[config.mk]
export PLATFORM = sky130hd
export DESIGN_NAME = mult_div_unit
export DESIGN_NICKNAME = d
export VERILOG_FILES = /design/src/rtl/mult_div_unit_pkg.sv /design/src/rtl/mult_div_unit_core.sv /design/src/rtl/mult_div_unit.sv
export SDC_FILE = /design/constraint.sdc
export NUM_CORES = 1
export LEC_CHECK = 0
export CORE_AREA = 3 3 186 188
export CTS_CLUSTER_SIZE = 30
export DETAILED_ROUTE_END_ITERATION = 16
export DIE_AREA = 0 0 189 191
export PLACE_DENSITY = 0.76
export SYNTH_ARGS = -nofsm -noshare
export SYNTH_HDL_FRONTEND = slang
export SYNTH_SLANG_ARGS = --single-unit
[constraint.sdc]
create_clock -name clk -period 10.2 [get_ports clk]
set_clock_uncertainty 0.15 [all_clocks]
set_input_delay 2.04 -clock clk [delete_from_list [all_inputs] [get_ports clk]]
set_output_delay 2.04 -clock clk [all_outputs]
set_load 0.02 [all_outputs]
[src/rtl/mult_div_unit_pkg.sv]
// Shared definitions for the iterative multiply/divide unit: MDop encodings,
// FSM states and the iteration count.
package mult_div_unit_pkg;

  localparam int MD_ITERS = 32;

  typedef enum logic [2:0] {
    MD_NONE  = 3'b000,
    MD_MULT  = 3'b001,
    MD_MULTU = 3'b010,
    MD_DIV   = 3'b011,
    MD_DIVU  = 3'b100,
    MD_MTHI  = 3'b101,
    MD_MTLO  = 3'b110,
    MD_RSVD  = 3'b111
  } md_op_e;

  typedef enum logic {
    ST_IDLE = 1'b0,
    ST_RUN  = 1'b1
  } md_state_e;

endpackage

[src/rtl/mult_div_unit_core.sv]
// Iteration datapath: one shift-add (multiply) or restoring shift-subtract
// (divide) step of a 2*WIDTH accumulator per enabled cycle.
module md_iter_core #(
  parameter int WIDTH = 32
) (
  input  logic               clk,
  input  logic               reset,
  input  logic               load,
  input  logic               en,
  input  logic               mode_div,
  input  logic [WIDTH-1:0]   init_lo,
  input  logic [WIDTH-1:0]   opnd,
  output logic [2*WIDTH-1:0] acc_nxt
);

  logic [2*WIDTH-1:0] acc_q, acc_d;
  logic [WIDTH:0]     sum;
  logic [WIDTH:0]     rem_sh;
  logic [WIDTH:0]     diff;

  // NOTE: every signal written here gets a default first so no latch is inferred.
  always_comb begin
    acc_d  = acc_q;
    sum    = {1'b0, acc_q[2*WIDTH-1:WIDTH]};
    rem_sh = acc_q[2*WIDTH-1:WIDTH-1];
    diff   = rem_sh - {1'b0, opnd};
    if (load) begin
      acc_d = {{WIDTH{1'b0}}, init_lo};
    end else if (en) begin
      if (mode_div) begin
        // A trial remainder that stays non-negative yields a 1 quotient bit.
        if (!diff[WIDTH]) acc_d = {diff[WIDTH-1:0], acc_q[WIDTH-2:0], 1'b1};
        else              acc_d = {rem_sh[WIDTH-1:0], acc_q[WIDTH-2:0], 1'b0};
      end else begin
        if (acc_q[0]) sum = {1'b0, acc_q[2*WIDTH-1:WIDTH]} + {1'b0, opnd};
        acc_d = {sum, acc_q[WIDTH-1:1]};
      end
    end
  end

  assign acc_nxt = acc_d;

  // NOTE: state updates use non-blocking assignments so all flops sample together.
  always_ff @(posedge clk or posedge reset) begin
    if (reset) acc_q <= '0;
    else       acc_q <= acc_d;
  end

endmodule

[src/rtl/mult_div_unit.sv]
// Execute-stage multiply/divide unit: operand conditioning, 32-cycle iteration
// control, sign correction, HI/LO registers and the MFHI/MFLO stall.
module mult_div_unit
  import mult_div_unit_pkg::*;
#(
  parameter int WIDTH = 32,
  parameter int CNT_W = 6
) (
  input  logic             clk,
  input  logic             reset,
  input  logic             start,
  input  logic [2:0]       MDop,
  input  logic [WIDTH-1:0] A,
  input  logic [WIDTH-1:0] B,
  input  logic             readHL,
  output logic [WIDTH-1:0] HI,
  output logic [WIDTH-1:0] LO,
  output logic             busy,
  output logic             done,
  output logic             stall
);

  md_state_e          state_q, state_d;
  logic [CNT_W-1:0]   cnt_q, cnt_d;
  logic [WIDTH-1:0]   hi_q, hi_d, lo_q, lo_d, opnd_q, opnd_d;
  logic               div_q, div_d, qneg_q, qneg_d, rneg_q, rneg_d;
  logic               dz_q, dz_d, done_q, done_d;
  logic               core_load, core_en;
  logic [WIDTH-1:0]   core_init;
  logic [2*WIDTH-1:0] acc_nxt, prod;
  logic [WIDTH-1:0]   quo, rem;
  logic               is_md, is_div_op, signed_op, a_neg, b_neg;
  logic [WIDTH-1:0]   abs_a, abs_b;
  md_op_e             op;

  assign op = md_op_e'(MDop);

  always_comb begin
    is_md     = op inside {MD_MULT, MD_MULTU, MD_DIV, MD_DIVU};
    is_div_op = (op == MD_DIV) || (op == MD_DIVU);
    signed_op = (op == MD_MULT) || (op == MD_DIV);
    a_neg     = signed_op & A[WIDTH-1];
    b_neg     = signed_op & B[WIDTH-1];
    abs_a     = a_neg ? -A : A;
    abs_b     = b_neg ? -B : B;
  end

  md_iter_core #(.WIDTH(WIDTH)) u_core (
    .clk      (clk),
    .reset    (reset),
    .load     (core_load),
    .en       (core_en),
    .mode_div (div_q),
    .init_lo  (core_init),
    .opnd     (opnd_q),
    .acc_nxt  (acc_nxt)
  );

  // Sign correction applied to the value produced by the final iteration.
  always_comb begin
    prod = qneg_q ? -acc_nxt : acc_nxt;
    quo  = dz_q ? '1 : (qneg_q ? -acc_nxt[WIDTH-1:0] : acc_nxt[WIDTH-1:0]);
    rem  = rneg_q ? -acc_nxt[2*WIDTH-1:WIDTH] : acc_nxt[2*WIDTH-1:WIDTH];
  end

  always_comb begin
    state_d   = state_q;
    cnt_d     = cnt_q;
    hi_d      = hi_q;
    lo_d      = lo_q;
    opnd_d    = opnd_q;
    div_d     = div_q;
    qneg_d    = qneg_q;
    rneg_d    = rneg_q;
    dz_d      = dz_q;
    done_d    = 1'b0;
    core_load = 1'b0;
    core_en   = 1'b0;
    core_init = '0;
    case (state_q)
      ST_IDLE: begin
        if (start) begin
          if (is_md) begin
            core_load = 1'b1;
            core_init = is_div_op ? abs_a : abs_b;
            opnd_d    = is_div_op ? abs_b : abs_a;
            div_d     = is_div_op;
            qneg_d    = a_neg ^ b_neg;
            rneg_d    = a_neg;
            dz_d      = is_div_op && (B == '0);
            cnt_d     = '0;
            state_d   = ST_RUN;
          end else if (op == MD_MTHI) begin
            hi_d = A;
          end else if (op == MD_MTLO) begin
            lo_d = A;
          end
        end
      end
      ST_RUN: begin
        core_en = 1'b1;
        cnt_d   = cnt_q + CNT_W'(1);
        if (cnt_q == CNT_W'(MD_ITERS - 1)) begin
          state_d = ST_IDLE;
          done_d  = 1'b1;
          if (div_q) begin
            hi_d = rem;
            lo_d = quo;
          end else begin
            {hi_d, lo_d} = prod;
          end
        end
      end
      default: state_d = ST_IDLE;
    endcase
  end

  always_ff @(posedge clk or posedge reset) begin
    if (reset) begin
      state_q <= ST_IDLE;
      cnt_q   <= '0;
      hi_q    <= '0;
      lo_q    <= '0;
      opnd_q  <= '0;
      div_q   <= 1'b0;
      qneg_q  <= 1'b0;
      rneg_q  <= 1'b0;
      dz_q    <= 1'b0;
      done_q  <= 1'b0;
    end else begin
      state_q <= state_d;
      cnt_q   <= cnt_d;
      hi_q    <= hi_d;
      lo_q    <= lo_d;
      opnd_q  <= opnd_d;
      div_q   <= div_d;
      qneg_q  <= qneg_d;
      rneg_q  <= rneg_d;
      dz_q    <= dz_d;
      done_q  <= done_d;
    end
  end

  assign HI    = hi_q;
  assign LO    = lo_q;
  assign busy  = (state_q == ST_RUN);
  assign done  = done_q;
  assign stall = busy & readHL;

endmodule
==> qor.txt <==
Die X - 189 um
starting density of the core - 51.6%
worst path arrival time - 7.74 ns
die extent in y - 191 um
critical path required time - 10.34 ns
Yosys cell types - 111
Hold Path Class - flop to flop
Resize count post-CTS - 0
Max Cap Viol - 0
IO Pins - 138
Synth Instances - 2222
syn_nets - 2364
Yosys reg bits - 172
die area - 36100 um^2
Post-synth ARST share - 100%
Overflow after GRT - 0
Post-Route WL - 68.3 mm
cts bufs inserted - 17
antenna violations before repair - 2
period utilization - 74.5%
H-tree lvl count - 4
Final TNS setup - 0 ns
GPL Wtd Cong - 1.02
Root Buffer - clkbuf_16
first-pass GRT wire length - 105 mm
Final Util - 58.4%
crit path capture type - flop
EDFF count, synth - 0
crit path kind - input pin to flop
most frequent cells in the layout - nand2_1 (255), o21ai_0 (186), dfrtp_1 (170)
drt via density - 6.86
Place WS - 2.39 ns
Row Count - 67
Post-Syn Area - 17200 um^2
Most used DFF post-synth - dfrtp_1
WL/cell - 25.1 um
most common cell after layout, fill and taps aside - nand2_1
f_max - 132 MHz
post-route minimum period - 7.60 ns
Vias - 18700
Reg clk slew, reported paths - 0.07 ns
share of cells above drive strength 1 - 6.33%
CP Max Fanout - 40
sequential fraction of the synthesis area - 25.1%
Worst slew margin - 13.1%
status - finished clean
PortBufs - 137
worst skew pair latency - 0.45 ns
Slew Viols, Final - 0
# DRC - 0
min setup slack post-route - 2.60 ns
CTS tree - built
final setup fails - 0
Antenna Cells - 0
Core Region - 33300 um^2
# Post-CTS Setup Buffers - 0
first drt pass iteration count - 7
final hold viol count - 0
Finished Layout Cells - 2722
pin count of the biggest net entering global routing - 67
CTS Buffer Depth - 2
Area Overhead vs Synth - 13.1%
clock sinks - 172
hold_buf cts - 0
Synth Warn # - 0
DRT iter0 DRCs - 2166
global-route usage over all layers - 37.1%
startpoint types - input pin
unrepaired setup endpoints after global routing - no
Worst Tran Pin Value - 1.29 ns
vias in the first global route - 17700
antenna violation net count after detailed routing - 0
HPWL Detailed - 51.8 mm
placed cells - 2690
Layout Nets - 2403
Mean Syn Cell Area - 7.73 um^2
[cells by family after synthesis]
family / after synthesis / synth area share [%]
AOI/OAI and AO/OA: 783 / 30.6
and+or+nand+nor: 757 / 22.4
buffers and inverters: 228 / 5.30
DFF: 172 / 25.1
xor gates and xnor gates: 139 / 7.13
muxes: 72 / 4.27
adders and majority gates: 71 / 5.26
[metrics by stage]
step           hold WS (ns)  area (um^2)
6_report              0.336        19400
5_1_grt               0.357        19400
4_1_cts               0.341        19400
3_5_place_dp          0.318        18800
3_3_place_gp          0.311        18800
2_1_floorplan         0.300        17200
[per-layer routing]
layer  vias up  part of all wire (%)  GRT usage, %
met4         4                   4.5          16.0
met2      1178                    44          57.3
met1      8897                    40          50.6
li1       8413                     -             -
met5         -                 0.032             0
met3       185                    11          7.37
[synthesized netlist by cell type, types with 11 or more instances]
library cell | n | area share [%]
nand2_1 | 255 | 5.6
or2_2 | 14 | 0.51
ha_1 | 69 | 5.0
and3_1 | 28 | 1.0
a21oi_1 | 161 | 4.7
nor2_1 | 131 | 2.9
buf_2 | 30 | 0.87
nor3_1 | 55 | 1.6
nor2b_1 | 18 | 0.66
nand3_1 | 64 | 1.9
mux2i_1 | 62 | 3.6
dfrtp_1 | 172 | 25
nand2b_1 | 22 | 0.80
nor4_1 | 20 | 0.73
o21ai_0 | 186 | 5.4
inv_1 | 76 | 1.7
buf_1 | 16 | 0.35
a21o_1 | 40 | 1.7
a311oi_1 | 11 | 0.56
a31oi_1 | 37 | 1.3
or4_1 | 11 | 0.48
o211ai_1 | 50 | 2.2
clkbuf_1 | 99 | 2.2
or3_1 | 22 | 0.80
o31ai_1 | 34 | 1.5
and2_1 | 21 | 0.76
o21a_1 | 20 | 0.87
nand4_1 | 34 | 1.2
xnor2_1 | 76 | 3.9
a211oi_1 | 43 | 1.9
o22ai_1 | 32 | 1.2
xor2_1 | 62 | 3.2
[critical path: stages]
cell             delay [ns]
clkdlybuf4s50_1        0.63
o21ai_0                0.57
and3_2                 0.92
buf_4                  0.44
a211oi_1               0.11
a221oi_1               0.50
nor4_1                 0.11
and3_1                 0.27
a41oi_1                1.03
inv_1                  0.28
and3_2                 0.31
a31oi_1                0.21
mux2i_1                0.24
a211oi_2               0.05
[worst paths after layout]
kind	start	end	slack, ns	depth (start not counted)
max	MDop[0]	HI[24]$_DFFE_PP0P_	2.60	14
min	LO[2]$_DFFE_PP0P_	LO[2]$_DFFE_PP0P_	0.34	2
min reg2reg	LO[2]$_DFFE_PP0P_	LO[2]$_DFFE_PP0P_	0.34	2
max reg2reg	u_core.acc_q[55]$_DFF_PP0_	HI[31]$_DFFE_PP0P_	3.57	14
min in group asynchronous	reset	LO[9]$_DFFE_PP0P_	1.82	2
max in group asynchronous	reset	busy$_DFF_PP0_	6.73	3
[flip-flops by register name, indices dropped and copies added, names as in the netlist, 6 cells and up]
signal,cells
cnt_q,6
opnd_q,32
u_core.acc_q,64
LO,32
HI,32
[final cells by class]
class                      instances  area, um^2
clock buffer                      19         443
clock inverter                    13         183
fill                            3083       13900
inverter                          78         298
multi-input combinational       1822       12000
sequential                       172        4310
tap                              448         561
timing repair buffer             170        1620
Power is left out: the tool's default activity adds up to more than one toggle a clock period on the data nets, which glitch-free logic cannot reach.
==> patch, RTL diff (same settings) <==
`WIDTH` is set to 32 in 2 places; all go to 16.
--- a/src/rtl/mult_div_unit_core.sv
+++ b/src/rtl/mult_div_unit_core.sv
@@ -1,7 +1,7 @@
 // Iteration datapath: one shift-add (multiply) or restoring shift-subtract
 // (divide) step of a 2*WIDTH accumulator per enabled cycle.
 module md_iter_core #(
-  parameter int WIDTH = 32
+  parameter int WIDTH = 16
 ) (
   input  logic               clk,
   input  logic               reset,
--- a/src/rtl/mult_div_unit.sv
+++ b/src/rtl/mult_div_unit.sv
@@ -3,7 +3,7 @@
 module mult_div_unit
   import mult_div_unit_pkg::*;
 #(
-  parameter int WIDTH = 32,
+  parameter int WIDTH = 16,
   parameter int CNT_W = 6
 ) (
   input  logic             clk,
Interface: changed (resized A, B, HI and LO); port bits go from 138 to 74. The function was not compared with the original's and may differ.
==> patch against the unedited design <==
Routed wire length decreased by 56%; first-iteration DRC count decreased by 56%; worst setup slack better by 1.2 ns; critical endpoint is now HI[13]; synthesized area fell by 53%; utilization is 30 points lower; cell count fell by 45%; sequential cell count decreased by 80; final area is 51% lower.
==> patch: results (changes against the unedited design) <==
| Metric | Value |
|---|---|
| Worst-Skew Late Latency | 0.36 ns (-0.09 ns) |
| Buffers added on ports | 73 (-47%) |
| Number of nets in the synthesized netlist | 1084 (-54%) |
| Crit path max fanout | 25 (-38%) |
| Status | complete, no violations |
| Count of TritonRoute iterations in the first routing pass | 6 (-1) |
| Total net switching power | between 2000 and 2500 uW |
| Total clock buffers created by CTS | 9 (-8) |
| Cell at the slowest stage of the critical path | nand3_1 |
| Fraction of layout instances using a drive strength above 1 | 0.0551 (-0.00819) |
| Worst-path clk slew | 0.07 ns (about the same) |
| Largest register by flop count | u_core.acc_q |
| Data arrival, critical path | 6.55 ns (-1.19 ns) |
| Total global-route track usage | 0.163 (-0.207) |
| Worst Tran Pin Value | 1.10 ns (-0.186 ns) |
| Met3 global-route usage | 0.0290 (-0.0447) |
| Synth cell types | 90 (-19%) |
| Met2 demand-to-capacity share in global routing | 0.265 (-0.308) |
| Detailed Route Iter0 Violations | 963 (-56%) |
| Ratio of routed vias to standard cells | 5.69 (-17%) |
| Flip-flop count of the largest register after layout | 32 (-50%) |
| Number of global-route vias before repair | 8094 (-54%) |
| Maximum buffer depth of the clock tree | 2 (unchanged) |
| Highest ir drop seen on vdd | 0.000169 V |
| Top post-synthesis cells by count | nand2_1, dfrtp_1, o21ai_0 |
| Count of warnings emitted by yosys | 0 (unchanged) |
| First-pass GRT wire length | 47.1 mm (-55%) |
| Hold Violations, Final | 0 (unchanged) |
| Layout fillers | 3530 (+14%) |
| Number of cells upsized or downsized after cts | 0 (unchanged) |
| Path class of the lowest-slack min-delay path | reg2reg |
| Share of synthesized area occupied by flip-flops and latches | 0.283 (+0.0326) |
| Number of antenna repair diodes | 0 (unchanged) |
| Max incr delay on CP | 0.82 ns (-0.21 ns) |
| Number of antenna violations at the first check in global routing | 0 (-2) |
| Clock tree root buffer cell | clkbuf_16 |
| Htree depth | 3 (-1) |
| LEAKAGE | approximately 0.0039 uW |
| Share of async-settable or async-resettable flops after synthesis | 1.00 (unchanged) |
| Estimated wirelength of the detail-placed design | 23.1 mm (-55%) |
| Met1 Resource Use GR | 0.223 (-0.283) |
| Maximum number of pins on one net before global-route repair | 52 (-22%) |
| Top cells by area, synth | dfrtp_1, ha_1, o21ai_0, nand2_1, xnor2_1 |
| Final weighted congestion of routability-driven global placement | 0.963 (-5.5%) |
| Dominant delay contributor by cell family on the critical path | simple AND/OR/NAND/NOR gates |
| Most common flop cell mapped by yosys | dfrtp_1 |
| Detailed-route wire length | 30.3 mm (-56%) |
| Number of buffers added for setup after CTS | 0 (unchanged) |
patch: power groups by stage:
stage | clock network [uW] | logic [uW] | registers, uW
2_1_floorplan | 0 | 1970 | 731
3_3_place_gp | 0 | 2750 | 760
3_5_place_dp | 0 | 2780 | 762
4_1_cts | 340 | 2800 | 757
5_1_grt | 356 | 3120 | 782
6_report | 335 | 2860 | 768
patch: worst reg2reg max path, cell delays in order, from the launching register on:
cell,delay (ns)
dfrtp_1,0.41
inv_1,0.15
ha_1,0.22
fa_1,0.21
nand2b_1,0.20
a21oi_2,0.12
o211ai_1,0.40
nand3_1,0.39
nand2_1,0.36
o311ai_1,0.15
buf_4,0.19
or4_4,0.54
or4_4,0.52
o41a_1,0.37
o211ai_2,0.14
nor3b_1,0.20
patch: stage by stage:
| stage | cell area [um2] | util | setup WS (ns) | instances | total power (uW) |
|---|---|---|---|---|---|
| 6_report | 9570 | 0.288 | 3.78 | 1500 | 3970 |
| 5_1_grt | 9570 | 0.288 | 3.32 | 1500 | 4260 |
| 4_1_cts | 9570 | 0.288 | 3.84 | 1500 | 3900 |
| 3_5_place_dp | 9290 | 0.279 | 3.47 | 1484 | 3540 |
| 3_3_place_gp | 9290 | 0.279 | 3.62 | 1484 | 3510 |
| 2_1_floorplan | 8130 | - | 5.08 | 1006 | 2710 |
patch: worst paths after layout:
kind | start | to | slack (ns) | cells after the start
min in group asynchronous | reset | LO[15] | 1.94 | 2
worst max-delay path | MDop[0] | HI[13] | 3.78 | 13
worst min register to register | LO[12] | LO[12] | 0.33 | 2
worst min-delay path | LO[12] | LO[12] | 0.33 | 2
max in group asynchronous | reset | opnd_q[6] | 6.86 | 3
worst max register to register | u_core.acc_q[15] | HI[14] | 5.38 | 15
patch: final cells by class:
cell class                      instances  share of cell area
Multi-Input combinational cell        810               0.567
Sequential cell                        92               0.241
Timing Repair Buffer                   81              0.0826
Inverter                               53              0.0210
Tap cell                              448              0.0585
Clock buffer                           10              0.0250
Clock inverter                          6             0.00510
patch: routing by layer:
layer | vias to the layer above | part of all wire
met2 | 500 | 0.46
met3 | 70 | 0.092
li1 | 3878 | -
met1 | 4081 | 0.43
met5 | - | 0
met4 | 0 | 0.024
patch: kinds of logic (layout without fill, tap and decap cells):
group                    count (synthesis)  in the layout  share of synthesized area
AND/OR/NAND/NOR                        345            345                      0.222
AO/OA/AOI/OAI                          341            341                      0.287
buffers and inverters                  104            150                     0.0508
flip-flops                              92             92                      0.283
XOR/XNOR                                62             62                     0.0668
adder cells (fa/ha/maj)                 39             39                     0.0619
multiplexers                            23             23                     0.0285
